==> src/rtl/instr_fetch.sv <==
// -----------------------------------------------------------------------------
// instr_fetch
//
// Instruction fetch unit. Owns the program counter, reads the combinational
// instruction ROM one word per cycle and queues each fetched word, together
// with its word address, in a small prefetch FIFO that feeds decode over a
// valid/ready handshake. A redirect from execute reloads the PC and flushes
// every queued (now stale) instruction.
//
// Parameters
//   ADDR_W    ROM word-address width; the PC counts words.
//   DATA_W    instruction width.
//   DEPTH     prefetch FIFO entries, 2 or 4 (pointers wrap as powers of two).
//   RESET_PC  PC value loaded on reset.
//
// Ports
//   clk             in   rising-edge clock
//   rst             in   asynchronous active-high reset
//   rom_addr        out  ROM word address (always the current PC)
//   rom_en          out  ROM read enable, high only when the word is captured
//   rom_data        in   ROM read data, valid in the same cycle as rom_addr
//   redirect_valid  in   one-cycle branch/jump redirect request
//   redirect_pc     in   redirect target word address
//   inst_valid      out  FIFO head holds a valid instruction
//   inst_ready      in   decode accepts the head this cycle
//   inst_data       out  FIFO head instruction (0 when empty)
//   inst_pc         out  word address of inst_data (0 when empty)
// -----------------------------------------------------------------------------
module instr_fetch #(
  parameter int          ADDR_W   = 7,
  parameter int          DATA_W   = 32,
  parameter int          DEPTH    = 2,
  parameter int unsigned RESET_PC = 0
) (
  input  logic              clk,
  input  logic              rst,
  output logic [ADDR_W-1:0] rom_addr,
  output logic              rom_en,
  input  logic [DATA_W-1:0] rom_data,
  input  logic              redirect_valid,
  input  logic [ADDR_W-1:0] redirect_pc,
  output logic              inst_valid,
  input  logic              inst_ready,
  output logic [DATA_W-1:0] inst_data,
  output logic [ADDR_W-1:0] inst_pc
);

  localparam int PTR_W = (DEPTH > 2) ? 2 : 1;
  localparam int CNT_W = PTR_W + 1;

  localparam logic [ADDR_W-1:0] RESET_PC_C = ADDR_W'(RESET_PC);
  localparam logic [ADDR_W-1:0] PC_ONE     = ADDR_W'(1);
  localparam logic [PTR_W-1:0]  PTR_ONE    = PTR_W'(1);
  localparam logic [CNT_W-1:0]  CNT_ONE    = CNT_W'(1);
  localparam logic [CNT_W-1:0]  CNT_FULL   = CNT_W'(DEPTH);

  // Architectural state
  logic [ADDR_W-1:0] pc_q,     pc_d;
  logic [PTR_W-1:0]  rd_ptr_q, rd_ptr_d;
  logic [PTR_W-1:0]  wr_ptr_q, wr_ptr_d;
  logic [CNT_W-1:0]  count_q,  count_d;

  // FIFO storage: one {pc, data} pair per entry
  logic [ADDR_W-1:0] pc_mem_q   [DEPTH];
  logic [DATA_W-1:0] data_mem_q [DEPTH];

  logic valid_s;
  logic full_s;
  logic pop_s;
  logic push_s;

  // Handshake and fetch-enable decode
  always_comb begin
    valid_s = (count_q != {CNT_W{1'b0}});
    full_s  = (count_q == CNT_FULL);
    pop_s   = valid_s & inst_ready;
    // A full FIFO still accepts a word when its head leaves in the same cycle.
    // rst gates the enable so the ROM sees no read while reset is held.
    push_s  = ~rst & ~redirect_valid & (~full_s | pop_s);
  end

  // Next-state logic for PC, pointers and occupancy
  always_comb begin
    pc_d     = pc_q;
    rd_ptr_d = rd_ptr_q;
    wr_ptr_d = wr_ptr_q;
    count_d  = count_q;
    if (redirect_valid) begin
      // Flush wins over any concurrent pop; the popped entry is discarded.
      pc_d     = redirect_pc;
      rd_ptr_d = {PTR_W{1'b0}};
      wr_ptr_d = {PTR_W{1'b0}};
      count_d  = {CNT_W{1'b0}};
    end else begin
      if (push_s) begin
        pc_d     = pc_q + PC_ONE;
        wr_ptr_d = wr_ptr_q + PTR_ONE;
      end else begin
        pc_d     = pc_q;
        wr_ptr_d = wr_ptr_q;
      end
      if (pop_s) begin
        rd_ptr_d = rd_ptr_q + PTR_ONE;
      end else begin
        rd_ptr_d = rd_ptr_q;
      end
      case ({push_s, pop_s})
        2'b10:   count_d = count_q + CNT_ONE;
        2'b01:   count_d = count_q - CNT_ONE;
        default: count_d = count_q;
      endcase
    end
  end

  // PC, pointer and count registers
  always_ff @(posedge clk or posedge rst) begin
    if (rst) begin
      pc_q     <= RESET_PC_C;
      rd_ptr_q <= {PTR_W{1'b0}};
      wr_ptr_q <= {PTR_W{1'b0}};
      count_q  <= {CNT_W{1'b0}};
    end else begin
      pc_q     <= pc_d;
      rd_ptr_q <= rd_ptr_d;
      wr_ptr_q <= wr_ptr_d;
      count_q  <= count_d;
    end
  end

  // FIFO storage write port: captures {pc, rom_data} on every accepted fetch
  always_ff @(posedge clk or posedge rst) begin
    if (rst) begin
      for (int i = 0; i < DEPTH; i++) begin
        pc_mem_q[i]   <= {ADDR_W{1'b0}};
        data_mem_q[i] <= {DATA_W{1'b0}};
      end
    end else if (push_s) begin
      pc_mem_q[wr_ptr_q]   <= pc_q;
      data_mem_q[wr_ptr_q] <= rom_data;
    end
  end

  // Output drive: the head is always a registered entry, never ROM bypass,
  // and reads as zero when the FIFO is empty.
  always_comb begin
    rom_addr   = pc_q;
    rom_en     = push_s;
    inst_valid = valid_s;
    if (valid_s) begin
      inst_data = data_mem_q[rd_ptr_q];
      inst_pc   = pc_mem_q[rd_ptr_q];
    end else begin
      inst_data = {DATA_W{1'b0}};
      inst_pc   = {ADDR_W{1'b0}};
    end
  end

endmodule
==> config.mk <==
export PLATFORM = sky130hd
export DESIGN_NAME = instr_fetch
export DESIGN_NICKNAME = d
export VERILOG_FILES = /design/src/rtl/instr_fetch.sv
export SDC_FILE = /design/constraint.sdc
export NUM_CORES = 1
export LEC_CHECK = 0
export ABC_AREA = 0
export ABC_CLOCK_PERIOD_IN_PS = 3900
export CAP_MARGIN = 20
export CORE_MARGIN = 2
export CORE_UTILIZATION = 50
export DETAILED_ROUTE_END_ITERATION = 16
export GPL_ROUTABILITY_DRIVEN = 0
export GPL_TIMING_DRIVEN = 1
export PLACE_DENSITY_LB_ADDON = 0.12
export SLEW_MARGIN = 30
export SYNTH_ARGS = -nofsm -noshare
export SYNTH_HDL_FRONTEND = slang
export SYNTH_SLANG_ARGS = --single-unit
export TNS_END_PERCENT = 30
==> constraint.sdc <==
create_clock -name clk -period 3.9 [get_ports clk]
set_input_delay 0.585 -clock clk [delete_from_list [all_inputs] [get_ports clk]]
set_output_delay 0.585 -clock clk [all_outputs]
set_load 0.01 [all_outputs]
# == Word level (Yosys, flattened, before mapping) ==
# Index checks and enable logic that the tools add are counted.
# word_totals
inputBits,43
out_inout_bits,48
regBits,89
word_cells,55
# classes
n_lt_le_gt_ge,3
addsub,5
n_reduce_logical,5
eq_ne,3
bitwise_logic,9
muxes,22
# ops
operator,count
$mux 32,5
$bwmux 64,1
$mux 7,7
$demux 32 s1,1
$bwmux 14,1
$add 7x1->7 const B,1
$demux 7 s1,1
$reduce_bool 2->1,3
$eq 2x2->1 const B,2
$ge 2x2->1 const B,2
$mux 1,4
$not 1->2,2
$pmux 2 s2,1
$and 1x1->1,3
$not 1->1,3
$reduce_bool 3->1,1
$add 1x1->1 const B,2
$add 2x1->2 const B,1
$eq 2x1->1 const B,1
$lt 2x1->1 const B,1
$mux 2,1
$sub 2x1->2 const B,1
$logic_and 1x1->1,1
$or 1x1->1,1

# == Logic depth before layout (Yosys ltp) ==
# Gate-level depths: netlist (run 1).
# logic_depth
ltp_word,7
depth_mapped,6
depth_no_buf,4

# == Worst setup path after synthesis (run 1) ==
# OpenSTA, ideal clock, no wires.
# synth_timing
path_kind,input to register
start,input rst
end,register data_mem_q[0] in the netlist's numbering
n_path_buf,2
cell_stages,5
slack_ns,0.262
setup_time_ns,0.125
required_time_ns,3.775
t_arrival_ns,3.513
path_cell_list,inv_1 > nand4_2 > buf_6 > buf_12 > mux2_4
# synth_via
elab_chain_cells,3
# synth_lines
element,line_no,rtl
start: declaration,36,"input logic rst,"
$not 1->1,79,push_s = ~rst & ~redirect_valid & (~full_s | pop_s);
$and 1x1->1 (2 in a row),79,
end signal: indexed assignment,135,data_mem_q[i] <= {DATA_W{1'b0}};
end signal: indexed assignment,139,data_mem_q[wr_ptr_q] <= rom_data;
end: declaration,65,logic [DATA_W-1:0] data_mem_q [DEPTH];
# No other way between the ends.
# A chain may end at the register's enable or synchronous reset.

# == Final worst setup path (run 1) ==
# layout_timing
start,register count_q[0]
end,output inst_data[23]
# layout_via
elab_chain_cells,2
# layout_lines
element,line_no,rtl
start: declaration,61,"logic [CNT_W-1:0] count_q, count_d;"
start signal: assignment,121,count_q <= {CNT_W{1'b0}};
start signal: assignment,126,count_q <= count_d;
$reduce_bool 2->1,74,valid_s = (count_q != {CNT_W{1'b0}});
$mux 32,149,if (valid_s) begin
end: declaration,44,"output logic [DATA_W-1:0] inst_data,"
# No other way between the ends.

==> impl_metrics.json, run 1 <==
{
  "status": "complete, no violations",
  "place_area_um2": 5200,
  "grt_usage": 0.188,
  "cp.arrival_ns": 2.33,
  "tightestPinTransition_ns": 0.872,
  "antenna_found_initial": 0,
  "antenna_left": 0,
  "drv_slew": 0,
  "min_period_ns": 2.91,
  "grt_pass1_wl_mm": 13.2,
  "h-tree-depth": 3,
  "clockBufferDepth": 2,
  "area_growth_pct": 27.8,
  "cellPowerDensity_nw_per_um2": 467,
  "setup_violations": 0,
  "post_cts.repair.setup_buffers": 0,
  "fillCellCount": 634,
  "hold_path.class": "flip-flop to flip-flop",
  "clk_pin_slew_ns": 0.09,
  "synth_top_area_cell": "dfrtp_1",
  "dieArea_um2": 9200,
  "final_area_um2": 5400,
  "cts.sinks": 89,
  "wl_mm": 8.31,
  "dr.pass1.iters": 4,
  "cts_tree": "done",
  "synthCells": 328,
  "vias_per_cell": 5.35,
  "syn_nets": 372,
  "fin_skew_ns": 0.0135,
  "clock-root-buffer": "clkbuf_8",
  "dr.first_iter.drc_count": 97,
  "synth_top_area_share": 0.527,
  "grt_overflow": 0,
  "core_area_um2": 8220,
  "hold_viol": 0,
  "fp.dieH_um": 95.9,
  "diodes": 0,
  "ir_worst_vdd_uv": 230,
  "vias": 2812,
  "dpl.hpwl_mm": 5.50,
  "fin_tns_setup_ns": 0,
  "pin_count": 91,
  "cp-end-kind": "primary output",
  "drive_gt1_frac": 0.254,
  "syn_area_um2": 4220,
  "final.period_utilization": 0.747,
  "yosysUniqueCellTypes": 34,
  "hold_slack_ns": 0.492,
  "fin_nets": 460,
  "fmax_mhz": 343,
  "required_ns": 3.31,
  "row_count": 33,
  "drc": 0,
  "ys_ff_latch": 89,
  "clkLatencyLatePin_ns": 0.35,
  "yosysWarnings": 0,
  "max-slew-margin-rel": 0.416,
  "fp.dieW_um": 95.9,
  "grt_setup_unrepaired": "false",
  "cts_resized": 0,
  "numCtsBuffers": 9,
  "numPortBuffers": 90,
  "crit_type": "flip-flop to primary output",
  "grt_max_degree": 60,
  "start_kind": "flip-flop",
  "initial_core_util": 0.514,
  "syn_avg_cell_area_um2": 12.9,
  "cap_violations": 0,
  "leakage_uw": 0.00223,
  "postCtsHoldBufs": 0,
  "crit_fanout": 25,
  "wl_per_cell_um": 15.8,
  "grt_pass1_vias": 2733,
  "synth-seq-area-share": 0.527,
  "synth_area_leaders": "dfrtp_1, mux2_2, mux2i_1"
}
## logic make-up after synthesis
logic type,share of synthesized area
AO/OA/AOI/OAI,0.0284
buffers and inverters,0.0352
multiplexers,0.317
AND/OR/NAND/NOR,0.0847
adder cells (fa/ha/maj),0.00296
flip-flops,0.527
XOR/XNOR,0.00415
## flip-flops by register name, indices dropped and copies added (netlist names)
name	count
rom_addr	7
rd_ptr_q	1
count_q	2
pc_mem_q	14
data_mem_q	64
wr_ptr_q	1
## path summary, 6_finish.rpt
| kind | start | end | slack [ns] | cells after the start |
|---|---|---|---|---|
| worst max-delay path | count_q[0]$_DFFE_PP0P_ | inst_data[23] | 0.99 | 4 |
| worst min-delay path | pc_mem_q[7]$_DFFE_PP0P_ | pc_mem_q[7]$_DFFE_PP0P_ | 0.49 | 1 |
| worst max register to register | count_q[1]$_DFFE_PP0P_ | data_mem_q[47]$_DFFE_PP0P_ | 1.53 | 4 |
| worst min register to register | pc_mem_q[7]$_DFFE_PP0P_ | pc_mem_q[7]$_DFFE_PP0P_ | 0.49 | 1 |
| max in group asynchronous | rst | pc_mem_q[9]$_DFFE_PP0P_ | 1.80 | 5 |
| min in group asynchronous | rst | data_mem_q[58]$_DFFE_PP0P_ | 1.01 | 4 |
## placed cells by master, fill, tap and decap left out, types with 2 or more instances in the layout
cell / netlist / layout
a21oi_1: 2 / 2
a31oi_1: 6 / 6
and3_1: 2 / 2
buf_4: 2 / 8
clkbuf_1: 8 / 2
clkbuf_8: 0 / 10
clkdlybuf4s50_1: 0 / 90
clkinvlp_4: 0 / 3
dfrtp_1: 89 / 88
inv_1: 4 / 3
mux2_2: 58 / 58
mux2_4: 19 / 19
mux2i_1: 39 / 39
nand2_1: 5 / 5
nand3_1: 2 / 2
nand4b_1: 2 / 2
nor2_1: 51 / 50
o21ai_0: 5 / 5
o311ai_0: 2 / 2
o31ai_1: 3 / 3
or3_1: 3 / 3
or4_1: 3 / 3
## critical path, cell delays in order (launching register included)
cell	delay, ns
dfrtp_1	0.49
nor2_4	0.56
buf_4	0.35
nor2_1	0.10
clkdlybuf4s50_1	0.48
## layout make-up
type,count,area [um^2],area share
Sequential cell,89,2230,0.413
Multi-Input combinational cell,214,1860,0.345
Timing Repair Buffer,98,961,0.178
Clock buffer,12,145,0.0269
Tap cell,105,131,0.0243
Clock inverter,4,52.6,0.00973
Inverter,4,16.3,0.00301
## report_power, final
part           internal, uW  total (uW)  switching, uW
logic                   405         638            233
registers              1130        1260            129
clock network           314         626            311
total                  1850        2520            673
## stage by stage
step | cells | total power [uW] | setup slack, ns | util
floorplan | 328 | 1660 | 0.262 | -
global placement | 510 | 1900 | 0.948 | 0.633
detailed placement | 510 | 1930 | 0.886 | 0.633
CTS | 526 | 2550 | 0.938 | 0.657
global route | 526 | 2670 | 0.856 | 0.657
finish | 526 | 2520 | 0.986 | 0.657
## synth_stat cells
cell	number
buf_6	3
nor4_1	1
and3_1	2
xor2_1	1
nor3_1	1
buf_12	1
mux2_4	19
clkbuf_1	8
nor3b_2	1
o21ai_0	5
xnor2_1	1
buf_2	7
or3_1	3
a31oi_1	6
nand4_2	1
ha_1	1
o311ai_0	2
inv_1	4
nand2_1	5
mux2i_1	39
nand4b_1	2
or4_1	3
nor2_1	51
or3b_4	1
dfrtp_1	89
nor4_2	1
or2_2	1
mux2_2	58
nand3_1	2
a211oi_1	1
a21oi_1	2
buf_4	2
o31ai_1	3
mux2_1	1
## per-layer routing
metal | share of wire | GRT usage | wire length, um | vias up
met4 | 0.013 | 0.0667 | 104 | 0
met3 | 0.038 | 0.0329 | 313 | 10
met2 | 0.49 | 0.307 | 4070 | 67
li1 | - | - | - | 1334
met1 | 0.46 | 0.254 | 3820 | 1401
met5 | 0 | 0 | 0 | -
No activity file was read; power rests on OpenSTA's default activity.
==> inputs of run 2 (changes only) <==
Settings changed: ABC_CLOCK_PERIOD_IN_PS 3900 to 2900.
Clock period 3.9 ns to 2.9 ns, I/O delays scaled along.
==> impl_metrics.json, run 2 (same netlist as run 1, synthesis figures left out) <==
{
  "antenna_found_initial": 0,
  "hold_viol": 0,
  "grt_overflow": 0,
  "p_sw_frac": 0.274,
  "layout_commonest_cell": "clkdlybuf4s50_1",
  "min_period_ns": 2.50,
  "wl_met3_um": 284,
  "clkLatencyLatePin_ns": 0.34,
  "ir_worst_vdd_uv": 313,
  "path_delay_family": "buffers and inverters",
  "dr.first_iter.drc_count": 72,
  "reg2reg_from": "count_q[1]$_DFFE_PP0P_",
  "h-tree-depth": 3,
  "mostFrequentLayoutCells": "clkdlybuf4s50_1, dfrtp_1, mux2_2",
  "dieArea_um2": 9200,
  "post_cts.repair.setup_buffers": 0,
  "drc": 0,
  "crit_fanout": 9,
  "setup_violations": 0,
  "required_ns": 2.47,
  "clock-root-buffer": "clkbuf_8",
  "met2_length_mm": 4.24,
  "cts_tree": "done",
  "cap_violations": 0,
  "hp-start": "pc_mem_q[7]$_DFFE_PP0P_",
  "area_growth_pct": 28.9,
  "grt_pass1_vias": 2870,
  "pwr-share-clk": 0.225,
  "hold_path.class": "flip-flop to flip-flop",
  "diodes": 0,
  "grt_usage": 0.193,
  "place_area_um2": 5270,
  "critical_path_depth": 5,
  "final_area_um2": 5440,
  "grt_setup_unrepaired": "false",
  "tightestPinTransition_ns": 0.572,
  "fin_nets": 461,
  "postCtsHoldBufs": 0,
  "clockBufferDepth": 2,
  "crit_top_cell": "clkdlybuf4s50_1",
  "fp.dieH_um": 95.9,
  "start_kind": "input pin",
  "initial_core_util": 0.514,
  "max-slew-margin-rel": 0.619,
  "fin_skew_ns": 0.00950,
  "cellPowerDensity_nw_per_um2": 609,
  "cts.sinks": 89,
  "grt_max_degree": 46,
  "p_int_uw": 2410,
  "numPortBuffers": 90,
  "regMostFlops": "data_mem_q",
  "wl_mm": 8.48,
  "grt_pass1_wl_mm": 13.7,
  "core_area_um2": 8220,
  "pin_count": 91,
  "fillCellCount": 626,
  "cts_resized": 0,
  "row_count": 33,
  "drv_slew": 0,
  "critPathMaxStageDelay_ns": 0.74,
  "final.period_utilization": 0.862,
  "dr.pass1.iters": 4,
  "status": "complete, no violations",
  "crit_type": "input pin to primary output",
  "rr_endpoint": "data_mem_q[9]$_DFFE_PP0P_",
  "crit_path_top_delay_cell": "clkdlybuf4s50_1",
  "p_sw_uw": 907,
  "numCtsBuffers": 9,
  "fin_tns_setup_ns": 0,
  "cp.arrival_ns": 2.07,
  "antenna_left": 0,
  "p_comb_frac": 0.265,
  "largest_reg_flops": 64,
  "leakage_uw": 0.00225,
  "fp.dieW_um": 95.9,
  "vias_per_cell": 5.33,
  "seq_power_share": 0.510,
  "cp-end-kind": "primary output",
  "timing.hold.worst_endpoint": "pc_mem_q[7]$_DFFE_PP0P_",
  "clk_pin_slew_ns": 0.08,
  "dpl.hpwl_mm": 5.60,
  "vias": 2810,
  "path_buf_inv": 3,
  "hold_path_depth": 1,
  "drive_gt1_frac": 0.258,
  "wl_per_cell_um": 16.1,
  "r2r_cells": 4,
  "r2r_slack_ns": 1.08,
  "path_cells": "clkdlybuf4s50_1 -> clkinvlp_4 -> nand2_1 -> nor2_1 -> clkdlybuf4s50_1",
  "fmax_mhz": 400,
  "met1_length_mm": 3.86,
  "routed.top_layer": "met4"
}
run 2: through the flow:
step,util,std cells,worst slack [ns],power (uW),hold slack (ns)
6_report,0.662,527,0.400,3320,0.496
5_1_grt,0.662,527,0.293,3520,0.520
4_1_cts,0.662,527,0.357,3360,0.501
3_5_place_dp,0.641,511,0.410,2610,0.482
3_3_place_gp,0.641,511,0.449,2570,0.470
2_1_floorplan,-,328,0.0374,2240,0.457
run 2: layout make-up:
cell class / instances / area [um^2] / area share
timing repair buffer: 99 / 1020 / 0.187
tap: 105 / 131 / 0.0241
sequential: 89 / 2230 / 0.409
clock buffer: 11 / 141 / 0.0260
inverter: 4 / 18.8 / 0.00345
multi-input combinational: 214 / 1870 / 0.344
clock inverter: 5 / 31.3 / 0.00575
run 2: worst max-delay path by stage:
stage / start / slack, ns / end
CTS: count_q[0]$_DFFE_PP0P_ / 0.36 / inst_pc[0]
finish: rst / 0.40 / rom_en
detailed placement: rst / 0.41 / rom_en
floorplan: rst / 0.04 / data_mem_q[0]$_DFFE_PP0P_
global route: rst / 0.29 / rom_en
global placement: rst / 0.45 / rom_en
run 2: routing by layer:
layer	track usage	up-vias
li1	-	1330
met5	0	-
met2	0.328	57
met4	0.0679	0
met3	0.0321	7
met1	0.250	1416
run 2: power by group through the flow:
stage	Clock [uW]	Combinational, uW	Sequential (uW)
floorplan	0	577	1660
global placement	0	870	1700
detailed placement	0	894	1720
CTS	774	896	1690
global route	826	959	1730
finish	745	880	1690
